**config.mk**
```make
export PLATFORM = sky130hd
export DESIGN_NAME = hazard_unit
export DESIGN_NICKNAME = d
export VERILOG_FILES = /design/src/rtl/pipe_pkg.sv /design/src/rtl/md_sequencer.sv /design/src/rtl/hazard_unit.sv
export SDC_FILE = /design/constraint.sdc
export NUM_CORES = 1
export LEC_CHECK = 0
export ABC_CLOCK_PERIOD_IN_PS = 1800
export CAP_MARGIN = 30
export CORE_MARGIN = 8
export CORE_UTILIZATION = 35
export CTS_BUF_LIST = sky130_fd_sc_hd__clkbuf_16
export CTS_CLUSTER_SIZE = 12
export DETAILED_ROUTE_END_ITERATION = 8
export DONT_BUFFER_PORTS = 1
export SETUP_SLACK_MARGIN = 0.05
export SLEW_MARGIN = 10
export SYNTH_ARGS = -nofsm -noshare
export SYNTH_HDL_FRONTEND = slang
export SYNTH_HIERARCHICAL = 1
export SYNTH_SLANG_ARGS = --single-unit
```
**constraint.sdc**
```tcl
create_clock -name clk -period 1.8 [get_ports clk]
set_input_delay 0.18 -clock clk [delete_from_list [all_inputs] [get_ports clk]]
set_output_delay 0.18 -clock clk [all_outputs]
set_load 0.01 [all_outputs]
```
**src/rtl/pipe_pkg.sv**
```systemverilog
// Shared definitions for the pipeline hazard controller: forward-select
// encodings, multi-cycle sequencer states and the forwarding priority helper.
package pipe_pkg;

  localparam logic [1:0] FWD_RF  = 2'b00;
  localparam logic [1:0] FWD_WB  = 2'b01;
  localparam logic [1:0] FWD_MEM = 2'b10;

  typedef enum logic [1:0] {
    MD_IDLE = 2'b00,
    MD_BUSY = 2'b01,
    MD_DONE = 2'b10
  } md_state_e;

  // Memory-stage result is younger than writeback, so it wins when both match.
  function automatic logic [1:0] fwd_sel(
    input logic       reg_write_m,
    input logic [4:0] write_reg_m,
    input logic       reg_write_w,
    input logic [4:0] write_reg_w,
    input logic [4:0] src
  );
    logic [1:0] sel;
    sel = FWD_RF;
    if (reg_write_m && (write_reg_m != 5'd0) && (write_reg_m == src)) begin
      sel = FWD_MEM;
    end else if (reg_write_w && (write_reg_w != 5'd0) && (write_reg_w == src)) begin
      sel = FWD_WB;
    end
    return sel;
  endfunction

endpackage

```
**src/rtl/md_sequencer.sv**
```systemverilog
// MULT/DIV residency sequencer: holds the Execute stage for MD_LATENCY-1
// cycles, then flags the single cycle in which the result is valid.
module md_sequencer
  import pipe_pkg::*;
#(
  parameter int MD_LATENCY = 8
) (
  input  logic clk,
  input  logic rst_n,
  input  logic start,
  output logic busy,
  output logic done,
  output logic stall
);

  // Number of BUSY cycles; the IDLE start cycle is the first stalled cycle.
  localparam logic [7:0] CNT_LOAD = 8'(MD_LATENCY - 2);

  md_state_e  state_q, state_d;
  logic [7:0] cnt_q, cnt_d;

  always_ff @(posedge clk or negedge rst_n) begin
    if (!rst_n) begin
      state_q <= MD_IDLE;
      cnt_q   <= 8'd0;
    end else begin
      state_q <= state_d;
      cnt_q   <= cnt_d;
    end
  end

  always_comb begin
    state_d = state_q;
    cnt_d   = cnt_q;
    unique case (state_q)
      MD_IDLE: begin
        if (start) begin
          cnt_d   = CNT_LOAD;
          state_d = (CNT_LOAD == 8'd0) ? MD_DONE : MD_BUSY;
        end
      end
      MD_BUSY: begin
        // Leave BUSY as the counter reaches zero so BUSY spans CNT_LOAD cycles.
        cnt_d = cnt_q - 8'd1;
        if (cnt_q <= 8'd1) begin
          state_d = MD_DONE;
        end
      end
      MD_DONE: begin
        state_d = MD_IDLE;
      end
      default: begin
        state_d = MD_IDLE;
        cnt_d   = 8'd0;
      end
    endcase
  end

  assign busy  = (state_q == MD_BUSY);
  assign done  = (state_q == MD_DONE);
  assign stall = busy | ((state_q == MD_IDLE) & start);

endmodule

```
**src/rtl/hazard_unit.sv**
```systemverilog
// Pipeline hazard controller for the 5-stage core: forwarding selects,
// load-use / branch / MULT-DIV stalls and flushes, and a stall-cycle counter.
module hazard_unit
  import pipe_pkg::*;
#(
  parameter int MD_LATENCY = 8,
  parameter int CNT_W      = 16
) (
  input  logic             clk,
  input  logic             rst_n,
  input  logic [4:0]       RsD,
  input  logic [4:0]       RtD,
  input  logic [4:0]       RsE,
  input  logic [4:0]       RtE,
  input  logic [4:0]       WriteRegE,
  input  logic [4:0]       WriteRegM,
  input  logic [4:0]       WriteRegW,
  input  logic             RegWriteE,
  input  logic             RegWriteM,
  input  logic             RegWriteW,
  input  logic             MemtoRegE,
  input  logic             MemtoRegM,
  input  logic             BranchD,
  input  logic             MulDivStartE,
  output logic [1:0]       ForwardAE,
  output logic [1:0]       ForwardBE,
  output logic             ForwardAD,
  output logic             ForwardBD,
  output logic             StallF,
  output logic             StallD,
  output logic             StallE,
  output logic             FlushE,
  output logic             FlushM,
  output logic             MdBusy,
  output logic             MdDoneE,
  output logic [CNT_W-1:0] StallCycles
);

  logic lwstall;
  logic brstall;
  logic mdstall;
  logic stall_any;

  logic [CNT_W-1:0] stall_cnt_q, stall_cnt_d;

  assign ForwardAE = fwd_sel(RegWriteM, WriteRegM, RegWriteW, WriteRegW, RsE);
  assign ForwardBE = fwd_sel(RegWriteM, WriteRegM, RegWriteW, WriteRegW, RtE);

  assign ForwardAD = (RsD != 5'd0) & (RsD == WriteRegM) & RegWriteM;
  assign ForwardBD = (RtD != 5'd0) & (RtD == WriteRegM) & RegWriteM;

  assign lwstall = MemtoRegE & ((RtE == RsD) | (RtE == RtD));
  assign brstall = BranchD &
                   ((RegWriteE & ((WriteRegE == RsD) | (WriteRegE == RtD))) |
                    (MemtoRegM & ((WriteRegM == RsD) | (WriteRegM == RtD))));

  md_sequencer #(
    .MD_LATENCY(MD_LATENCY)
  ) u_md_sequencer (
    .clk  (clk),
    .rst_n(rst_n),
    .start(MulDivStartE),
    .busy (MdBusy),
    .done (MdDoneE),
    .stall(mdstall)
  );

  assign stall_any = lwstall | brstall | mdstall;

  assign StallF = stall_any;
  assign StallD = stall_any;
  assign StallE = mdstall;
  assign FlushM = mdstall;
  // A held Execute stage must keep its instruction, so never bubble it.
  assign FlushE = (lwstall | brstall) & ~mdstall;

  always_comb begin
    stall_cnt_d = stall_cnt_q;
    if (stall_any && (stall_cnt_q != {CNT_W{1'b1}})) begin
      stall_cnt_d = stall_cnt_q + {{(CNT_W-1){1'b0}}, 1'b1};
    end
  end

  always_ff @(posedge clk or negedge rst_n) begin
    if (!rst_n) begin
      stall_cnt_q <= '0;
    end else begin
      stall_cnt_q <= stall_cnt_d;
    end
  end

  assign StallCycles = stall_cnt_q;

endmodule

```
# Word level (Yosys, flattened, before mapping)
# Index checks and enable logic that the tools add are counted.
dict set report op_classes {
  add_sub_neg 2
  mul 0
  n_div 0
  order_cmp 1
  n_eq_ne 17
  n_shift 0
  muxes 9
  n_bitwise 19
  reduce_logical 14
}
# cell count
set op_table {}
lappend op_table {{== test 5 bit} 12}
lappend op_table {{case mux 8 bit (3 select lines)} 1}
lappend op_table {{nonzero test 5 bit} 4}
lappend op_table {{adder 16 x 1 -> 16 bit (second input constant)} 1}
lappend op_table {{!= test 16 bit (second input constant)} 1}
lappend op_table {{AND 1 bit} 10}
lappend op_table {{<= comparator 8 x 1 -> 1 bit (second input constant)} 1}
lappend op_table {{2-to-1 mux 2 bit} 4}
lappend op_table {{2-to-1 mux 8 bit} 1}
lappend op_table {{subtractor 8 x 1 -> 8 bit (second input constant)} 1}
lappend op_table {{logical AND 1 bit} 7}
lappend op_table {{OR 1 bit} 7}
lappend op_table {{!= test 2 bit (second input constant)} 2}
lappend op_table {{case mux 2 bit (2 select lines)} 1}
lappend op_table {{AND reduction 2 bit} 2}
lappend op_table {{== test 2 x 1 -> 1 bit (second input constant)} 1}
lappend op_table {{== test 2 bit (second input constant)} 1}
lappend op_table {{logical NOT 2 bit} 1}
lappend op_table {{2-to-1 mux 1 bit} 2}
lappend op_table {{inverter 1 bit} 2}
dict set report totals {
  regBits 26
  latch_bits 0
  ram_bits 0
  mem_bits_ro 0
  input_bits 44
  out_inout_bits 29
  wordCells 65
  memories 0
}

# Logic depth before layout (Yosys ltp)
# Gate-level depths: netlist of the first run.
dict set report logic_depth {
  depth_word 8
  mapped_depth 8
  depth_no_buf 7
}

# Modules after synthesis
# The synthesis of the first run kept the hierarchy.
# module instances cells_each area_each_um2 seq_area_each_um2
set modules_own_cells {}
lappend modules_own_cells {hazard_unit 1 174 1594.0 400.4}
lappend modules_own_cells {md_sequencer 1 55 551.8 250.2}

# Least setup slack after synthesis of the first run
# Ideal clock, no wire load.
dict set report synth_timing {
  kind {register to register}
  from {register stall_cnt_q[0], in the netlist StallCycles[0]}
  to {register stall_cnt_q[1], in the netlist StallCycles[1]}
  setup_time_ns 0.128
  arrival_time_ns 1.886
  required_ns 1.672
  setup_slack_ns -0.213
  stages_incl_launch_ff 9
  path_buffers 1
  synth_period_minus_slack_ns 2.013
  cell_sequence {dfrtp_1 ha_1 nand3_1 nor2_1 nand3_1 nor2_1 clkbuf_4 a21oi_2 mux2_1}
}
dict set report synth_between {
  elab_chain_len 2
  word_cells_on_any_way 3
  cone_classes {1 x add/sub; 1 x eq/ne; 1 x reduce/logical}
}
# element line_no
set synth_lines {}
lappend synth_lines {{start: declaration} hazard_unit.sv:44} ;# logic [CNT_W-1:0] stall_cnt_q, stall_cnt_d;
lappend synth_lines {{start signal: assignment} hazard_unit.sv:88} ;# stall_cnt_q <= stall_cnt_d;
lappend synth_lines {{parallel branches: the longest is 2 deep, another holds adder 16 x 1 -> 16 bit} -}
# Parallel ways; which one is timed is not known.
# A chain may end at the register's enable or synchronous reset.

# Final worst setup path of the first run
dict set report layout_timing {
  from {register stall_cnt_q[6], in the netlist StallCycles[6]}
  to {register stall_cnt_q[7], in the netlist StallCycles[7]}
}
# The elaborated chain is that of the path after synthesis.

==> summary.log, run 1 <==
INFO  global_routing grt_pass1_vias=1853
INFO  global_routing tot_gr_track_use=12.8%
INFO  final_layout   fillers=568
INFO  synth          synth_nets=276
INFO  routing        route.final.wire_length=5.68mm
INFO  final_layout   fin_util=44.0%
INFO  final_layout   post-route-cell-area=2610um2
INFO  synth          yosysTopAreaCellShare=30.3%
INFO  placed_design  placement.io_buffers=0
INFO  worst_setup_path worst-endpoint-arrival=1880ps
INFO  run_status     status=finished clean
INFO  power_and_ir_drop power.share.combinational=50.4%
INFO  final_layout   multiInputGateArea=1470um2
INFO  timing         max-slew-margin-rel=50.8%
INFO  clock_tree     cts-root-to-sink-buffers=2
INFO  timing         final.min_clock_period=1690ps
INFO  synth          main_combinational_cell_family_by_area_after_synthesis=XOR/XNOR gates
INFO  synth          dominantRegCellSynth=dfrtp_1
INFO  clock_tree     worst_skew_pair.late_latency=260ps
INFO  worst_setup_path reg2reg_to=StallCycles[7]
INFO  floorplanning  initial_utilization=36.2%
INFO  synth          synth_simple_gate_area_share=18.0%
INFO  routing        via_total_after_detailed_routing=1766
INFO  timing         whs=119ps
INFO  synth          synthesized_area_fraction_occupied_by_ao_oa_aoi_and_oai_cells=16.0%
INFO  min_path       holdCritStartpoint=MulDivStartE
INFO  floorplanning  floorplan.rows=28
INFO  floorplanning  die-height=94.3um
INFO  placed_design  routabilityCongestion=0.741
INFO  worst_setup_path reg2regPathDepth=7
INFO  power_and_ir_drop power.net_switching=0.00123W
INFO  clock_tree     clk_pin_slew=60ps
INFO  clock_tree     number_of_clock_buffers_inserted_by_tritoncts=3
INFO  routing        dr.pass1.iters=4
INFO  worst_setup_path setup.worst_path.class=reg -> reg
INFO  routing        routed_wire_length_per_instance=17.3um
INFO  clock_tree     h-tree-depth=1
INFO  floorplanning  die_x=94.3um
INFO  global_routing grt_first_pass_wirelength=9.34mm
INFO  routing        drt-initial-drc-count=37
INFO  routing        via_per_inst=5.37
INFO  power_and_ir_drop cellInternalPower=0.00188W
INFO  final_layout   final_nets=302
INFO  timing         worstMarginPinSlew=731ps
INFO  synth          yosys_warnings=6
INFO  synth          synth_seq_area_share=30.3%
INFO  worst_setup_path worst_ep_required_time=1990ps
INFO  timing         maxClockFrequency=592MHz
INFO  floorplanning  design.core.area=5920um2
INFO  placed_design  post_dp_cell_area=2420um2
INFO  final_layout   syn_to_final_growth=21.5%
INFO  timing         final.period_utilization=93.9%
INFO  synth          yosys.cell_types.count=41
INFO  synth          synth_area_leader_cell=dfrtp_1
INFO  global_routing grt_antenna_before_repair=0
INFO  worst_setup_path reg2reg_from=StallCycles[6]
INFO  timing         final-hold-violation-count=0
INFO  synth          synthArstFlopShare=100%
INFO  synth          synthMuxAreaShare=2.04%
INFO  power_and_ir_drop power.leakage=1.04nW
INFO  worst_setup_path startpoint_type=flip-flop
INFO  power_and_ir_drop clockPowerShare=15.7%
INFO  global_routing grt_max_degree=27
INFO  power_and_ir_drop switch_share=39.5%
INFO  worst_setup_path regToRegSetupSlack=110ps
INFO  placed_design  place_hpwl=4.47mm
INFO  power_and_ir_drop peakVddDrop=0.000800V
INFO  power_and_ir_drop power_per_cell_area=1190nW/um2
INFO  timing         grt_setup_unrepaired=true
INFO  clock_tree     cts_tree=yes
INFO  timing         finalClockSkew=6.13ps
INFO  synth          post_synth_main_area_contributors=dfrtp_1 30%, xor2_1 15%, xnor2_1 11%
INFO  synth          synth.top_cells.by_count=37 x xor2_1, 28 x xnor2_1, 26 x dfrtp_1
INFO  synth          syn_area_per_cell=9.37um2
INFO  final_layout   finish.cell_count_without_fillers=329
INFO  timing         finalSetupViolCount=0
INFO  min_path       worst_hold_path.num_cells=2
INFO  routing        drt_drc_violations_left=0
INFO  final_layout   diodes=0
INFO  timing         maxSlewViolCount=0
INFO  routing        postRouteAntennaNets=0
INFO  clock_tree     root_buffer=clkbuf_16
INFO  final_layout   seqCellArea=652um2
INFO  min_path       hold_class=in -> reg
INFO  synth          synthAdderAreaFrac=1.75%
INFO  synth          synthXorXnorAreaFrac=26.5%
INFO  synth          mappedNetlistArea=2150um2
INFO  final_layout   drive_gt1_share=24.8%
INFO  min_path       timing.hold.worst_endpoint=u_md_sequencer/cnt_q[2]
INFO  worst_setup_path crit_fanout=6
INFO  clock_tree     cts_num_sinks=26
INFO  placed_design  post-place-cells=319
INFO  run            maxCapViolCount=0
INFO  synth          most_frequent_cell_after_synthesis=xor2_1
INFO  global_routing grt_remaining_overflow=0
INFO  floorplanning  design.portCount=73
INFO  synth          postSynthRegisterBits=26
INFO  synth          post_synth_inst_count=229
INFO  synth          synth-edff-count=0
INFO  worst_setup_path critPathCaptureType=flip-flop
INFO  floorplanning  fp.dieArea=8890um2
INFO  power_and_ir_drop sequentialPowerShare=34.0%
[cell type report]
class	instances	share of cell area, %
multi-input cells	184	56.4
inverters	8	1.25
clock buffers	3	2.88
well taps	75	3.60
clock inverters	1	0.144
repair buffers	32	10.7
flip-flops and latches	26	25.0
[sequential cells by signal (all words and copies together), names as in the netlist]
register and count:
StallCycles 16, u_md_sequencer/state_q 2, u_md_sequencer/cnt_q 8
[worst max path at each step]
stage	from	endpoint	slack [ps]	cells past startpoint
after floorplan	StallCycles[1]	StallCycles[1]	-20	8
after global placement	StallCycles[0]	StallCycles[15]	100	7
after detailed placement	RtE[0]	StallCycles[14]	70	6
after CTS	StallCycles[6]	StallCycles[7]	80	7
after global routing	StallCycles[1]	StallCycles[1]	1	8
final	StallCycles[6]	StallCycles[7]	110	7
[power groups by stage]
stage	Clock [W]	Sequential [W]	Combinational, W
2_1_floorplan	0	0.00118	0.000934
3_3_place_gp	0	0.00107	0.00147
3_5_place_dp	0	0.00106	0.00150
4_1_cts	0.000507	0.00106	0.00155
5_1_grt	0.000531	0.00110	0.00174
6_report	0.000488	0.00106	0.00157
[repair_timing]
item                                    CTS  global route
resized for setup                         1             6
endpoints found under the setup margin    3            12
setup buffers                             2             2
endpoints found under the hold margin    26             0
hold buffers                              2             0
pin swaps                                 0             7
[per-stage QoR]
stage / worst slack [ps] / power (W) / setup TNS (ps)
final: 110 / 0.00311 / 0
after detailed placement: 66.2 / 0.00257 / 0
after global routing: 1.44 / 0.00337 / 0
after global placement: 101 / 0.00254 / 0
after CTS: 78.2 / 0.00312 / 0
after floorplan: -15.3 / 0.00211 / -15.3
[cell usage in the layout (no fill, tap or decap), types with 2 or more instances in the layout]
master	instances
buf_12	3
nand3_1	9
nand3_2	2
nor3_1	4
nand4_1	6
a31oi_1	6
or4_1	6
a2111oi_4	2
nor2_1	7
ha_1	2
buf_4	28
a21oi_1	3
clkbuf_16	3
nand2_1	13
o21ai_1	3
a211oi_2	7
nor4_1	4
inv_1	8
and3_1	6
o22ai_1	4
a21o_1	3
o21ai_0	5
xnor2_1	28
xor2_1	37
nor2b_1	3
dfrtp_1	25
nor2_4	2
a21oi_4	2
[critical path, cell delays in order, from the launching register on]
cell	delay, ps
dfrtp_1	370
and3_1	190
and3_1	220
nand3_2	130
nor2_4	60
buf_12	140
a2111oi_4	340
xor2_1	170
[routing by layer]
metal,vias up,wire length (um),global-route usage (%)
li1,861,-,-
met1,829,2250,14.7
met2,72,2740,21.0
met3,4,627,5.28
met4,0,57,4.10
met5,-,0,0
[kinds of logic after synthesis]
group / Yosys count
AOI/OAI and AO/OA: 42
xor gates and xnor gates: 65
adders and majority gates: 3
buffers and inverters: 19
DFF: 26
muxes: 4
and+or+nand+nor: 70
(Power assumes the default switching activity.)
==> run 2, diff against run 1 <==
Settings changed: CTS_CLUSTER_SIZE 12 to not set, SETUP_SLACK_MARGIN 0.05 to not set.
==> run 2 against run 1 <==
Die area unchanged. Sequential cell count unchanged. Final area decreased by 1.2%. Clock power increased by 34%. Combinational power shrank 4%. Via count is 0.51% lower. Register-to-register slack got worse by 30 ps. Core utilization shrank 0.51 points. Clock skew down 0.80 ps. Cell count is 1.2% lower. Clock-buffer cell count stayed put. Sequential share of layout area grew 0.29 points. Largest cell class unchanged.
==> summary.log, run 2 (synthesized netlist as in run 1, its figures left out) <==
INFO  floorplanning  design.portCount=73
INFO  placed_design  routabilityCongestion=0.742
INFO  global_routing grt_antenna_before_repair=0
INFO  floorplanning  design.core.area=5920um2
INFO  floorplanning  die-height=94.3um
INFO  worst_setup_path sequence_of_cells_on_the_critical_path=ha_2, nand3_2, nor2_4, nand3_2, nor2_4, buf_6, a21oi_4, mux2_4
INFO  worst_setup_path timing.critical_path.from=StallCycles[1]
INFO  final_layout   fin_util=43.5%
INFO  timing         max-slew-margin-rel=50.5%
INFO  timing         tns=0ps
INFO  clock_tree     cts-root-to-sink-buffers=2
INFO  timing         finalSetupViolCount=0
INFO  floorplanning  floorplan.rows=28
INFO  power_and_ir_drop peakVddDrop=0.000718V
INFO  worst_setup_path critPathCaptureType=flip-flop
INFO  global_routing grt_first_pass_wirelength=9.07mm
INFO  clock_tree     worst_skew_pair.late_latency=260ps
INFO  clock_tree     cts_num_sinks=26
INFO  worst_setup_path worst_ep_required_time=1950ps
INFO  final_layout   layout_commonest_cell=xor2_1
INFO  clock_tree     clk_pin_slew=70ps
INFO  timing         finalClockSkew=5.33ps
INFO  min_path       worst_hold_path.num_cells=2
INFO  timing         maxSlewViolCount=0
INFO  clock_tree     h-tree-depth=1
INFO  timing         maxClockFrequency=581MHz
INFO  run_status     status=finished clean
INFO  final_layout   mostFrequentLayoutCells=37 x xor2_1, 28 x xnor2_1, 25 x dfrtp_1, 24 x buf_4, 13 x nand2_1
INFO  power_and_ir_drop power.leakage=1.03nW
INFO  global_routing grt_pass1_vias=1842
INFO  routing        via_per_inst=5.41
INFO  placed_design  worst_setup_slack_before_clock_tree_synthesis=-106ps
INFO  min_path       timing.hold.worst_endpoint=u_md_sequencer/cnt_q[2]
INFO  worst_setup_path reg2reg_to=StallCycles[1]
INFO  worst_setup_path worst-endpoint-arrival=1870ps
INFO  power_and_ir_drop power_per_cell_area=1260nW/um2
INFO  routing        drt-initial-drc-count=92
INFO  clock_tree     cts_tree=yes
INFO  worst_setup_path crit_slowest_cell=dfrtp_1
INFO  final_layout   syn_to_final_growth=20.1%
INFO  worst_setup_path regToRegSetupSlack=80ps
INFO  global_routing grt_max_degree=27
INFO  routing        route.final.wire_length=5.51mm
INFO  worst_setup_path critical_path.max_stage_delay=360ps
INFO  timing         worstMarginPinSlew=735ps
INFO  final_layout   diodes=0
INFO  floorplanning  fp.dieArea=8890um2
INFO  placed_design  place_hpwl=4.36mm
INFO  routing        drt_drc_violations_left=0
INFO  min_path       hold_class=in -> reg
INFO  timing         worst_slack=79.2ps
INFO  final_layout   final_nets=298
INFO  timing         final-hold-violation-count=0
INFO  worst_setup_path reg2reg_from=StallCycles[1]
INFO  global_routing tot_gr_track_use=12.2%
INFO  timing         grt_setup_unrepaired=true
INFO  worst_setup_path crit_fanout=6
INFO  timing         final.period_utilization=95.6%
INFO  routing        routed_wire_length_per_instance=17.0um
INFO  clock_tree     root_buffer=clkbuf_16
INFO  floorplanning  initial_utilization=36.2%
INFO  global_routing grt_remaining_overflow=0
INFO  routing        dr.pass1.iters=4
INFO  final_layout   largest_register_ffs=16
INFO  min_path       holdCritStartpoint=MulDivStartE
INFO  worst_setup_path reg2regPathDepth=8
INFO  run            maxCapViolCount=0
INFO  final_layout   drive_gt1_share=22.4%
INFO  final_layout   fillers=580
INFO  floorplanning  die_x=94.3um
INFO  placed_design  placement.io_buffers=0
INFO  routing        via_total_after_detailed_routing=1757
INFO  clock_tree     number_of_clock_buffers_inserted_by_tritoncts=3
INFO  worst_setup_path startpoint_type=flip-flop
INFO  routing        postRouteAntennaNets=0
INFO  timing         final.min_clock_period=1720ps
INFO  worst_setup_path setup.worst_path.class=reg -> reg
-- run 2: metrics by stage --
stage / hold slack [ps] / instance area (um2) / total power (W) / instances
finish: 123 / 2580 / 0.00325 / 325
global route: 129 / 2580 / 0.00346 / 325
CTS: 118 / 2540 / 0.00325 / 324
detailed placement: -114 / 2370 / 0.00253 / 315
global placement: -114 / 2370 / 0.00250 / 315
floorplan: -116 / 2190 / 0.00211 / 229
-- run 2: worst max-delay path, delay by kind of cell, from the launching register on --
kind	cells	cell delay (ps)
muxes	1	290
and+or+nand+nor	4	560
AOI/OAI and AO/OA	1	40
DFF	1	360
buffers and inverters	1	150
adders and majority gates	1	190
-- run 2: how the worst max path moves through the flow --
stage	to	slack (ps)	depth (start not counted)
after floorplan	StallCycles[1]	-20	8
final	StallCycles[1]	80	8
after global routing	StallCycles[15]	-40	7
after detailed placement	StallCycles[12]	-110	5
after CTS	StallCycles[1]	30	8
after global placement	StallCycles[11]	20	6
-- run 2: final cells by class --
class                      count  area (um2)  area share (%)
tap                           75        93.8            3.64
timing repair buffer          28         241            9.37
clock buffer                   3        75.1            2.91
inverter                       8        32.5            1.26
sequential                    26         652            25.3
clock inverter                 1        30.0            1.17
multi-input combinational    184        1450            56.4
-- run 2: per-layer routing --
metal	track usage, %	wire, um	vias up
li1	-	-	850
met3	5.92	708	2
met4	2.77	30	0
met1	13.2	2110	826
met2	21.1	2660	79
met5	0	0	-
-- run 2: report_power, final --
group          internal (W)  total (W)  leakage [nW]  switching [W]
combinational      0.000714    0.00151         0.676       0.000794
sequential         0.000845    0.00108         0.304       0.000240
clock              0.000443   0.000654        0.0511       0.000211
-- run 2: timing repair --
| item | CTS | global route |
|---|---|---|
| hold buffers | 2 | 0 |
| buffers inserted | 3 | 1 |
| pin swaps | 0 | 1 |
| setup endpoints to repair | 7 | 5 |
| hold endpoints to repair | 26 | 0 |
| gates resized for setup | 1 | 4 |
| cloned | 0 | 0 |
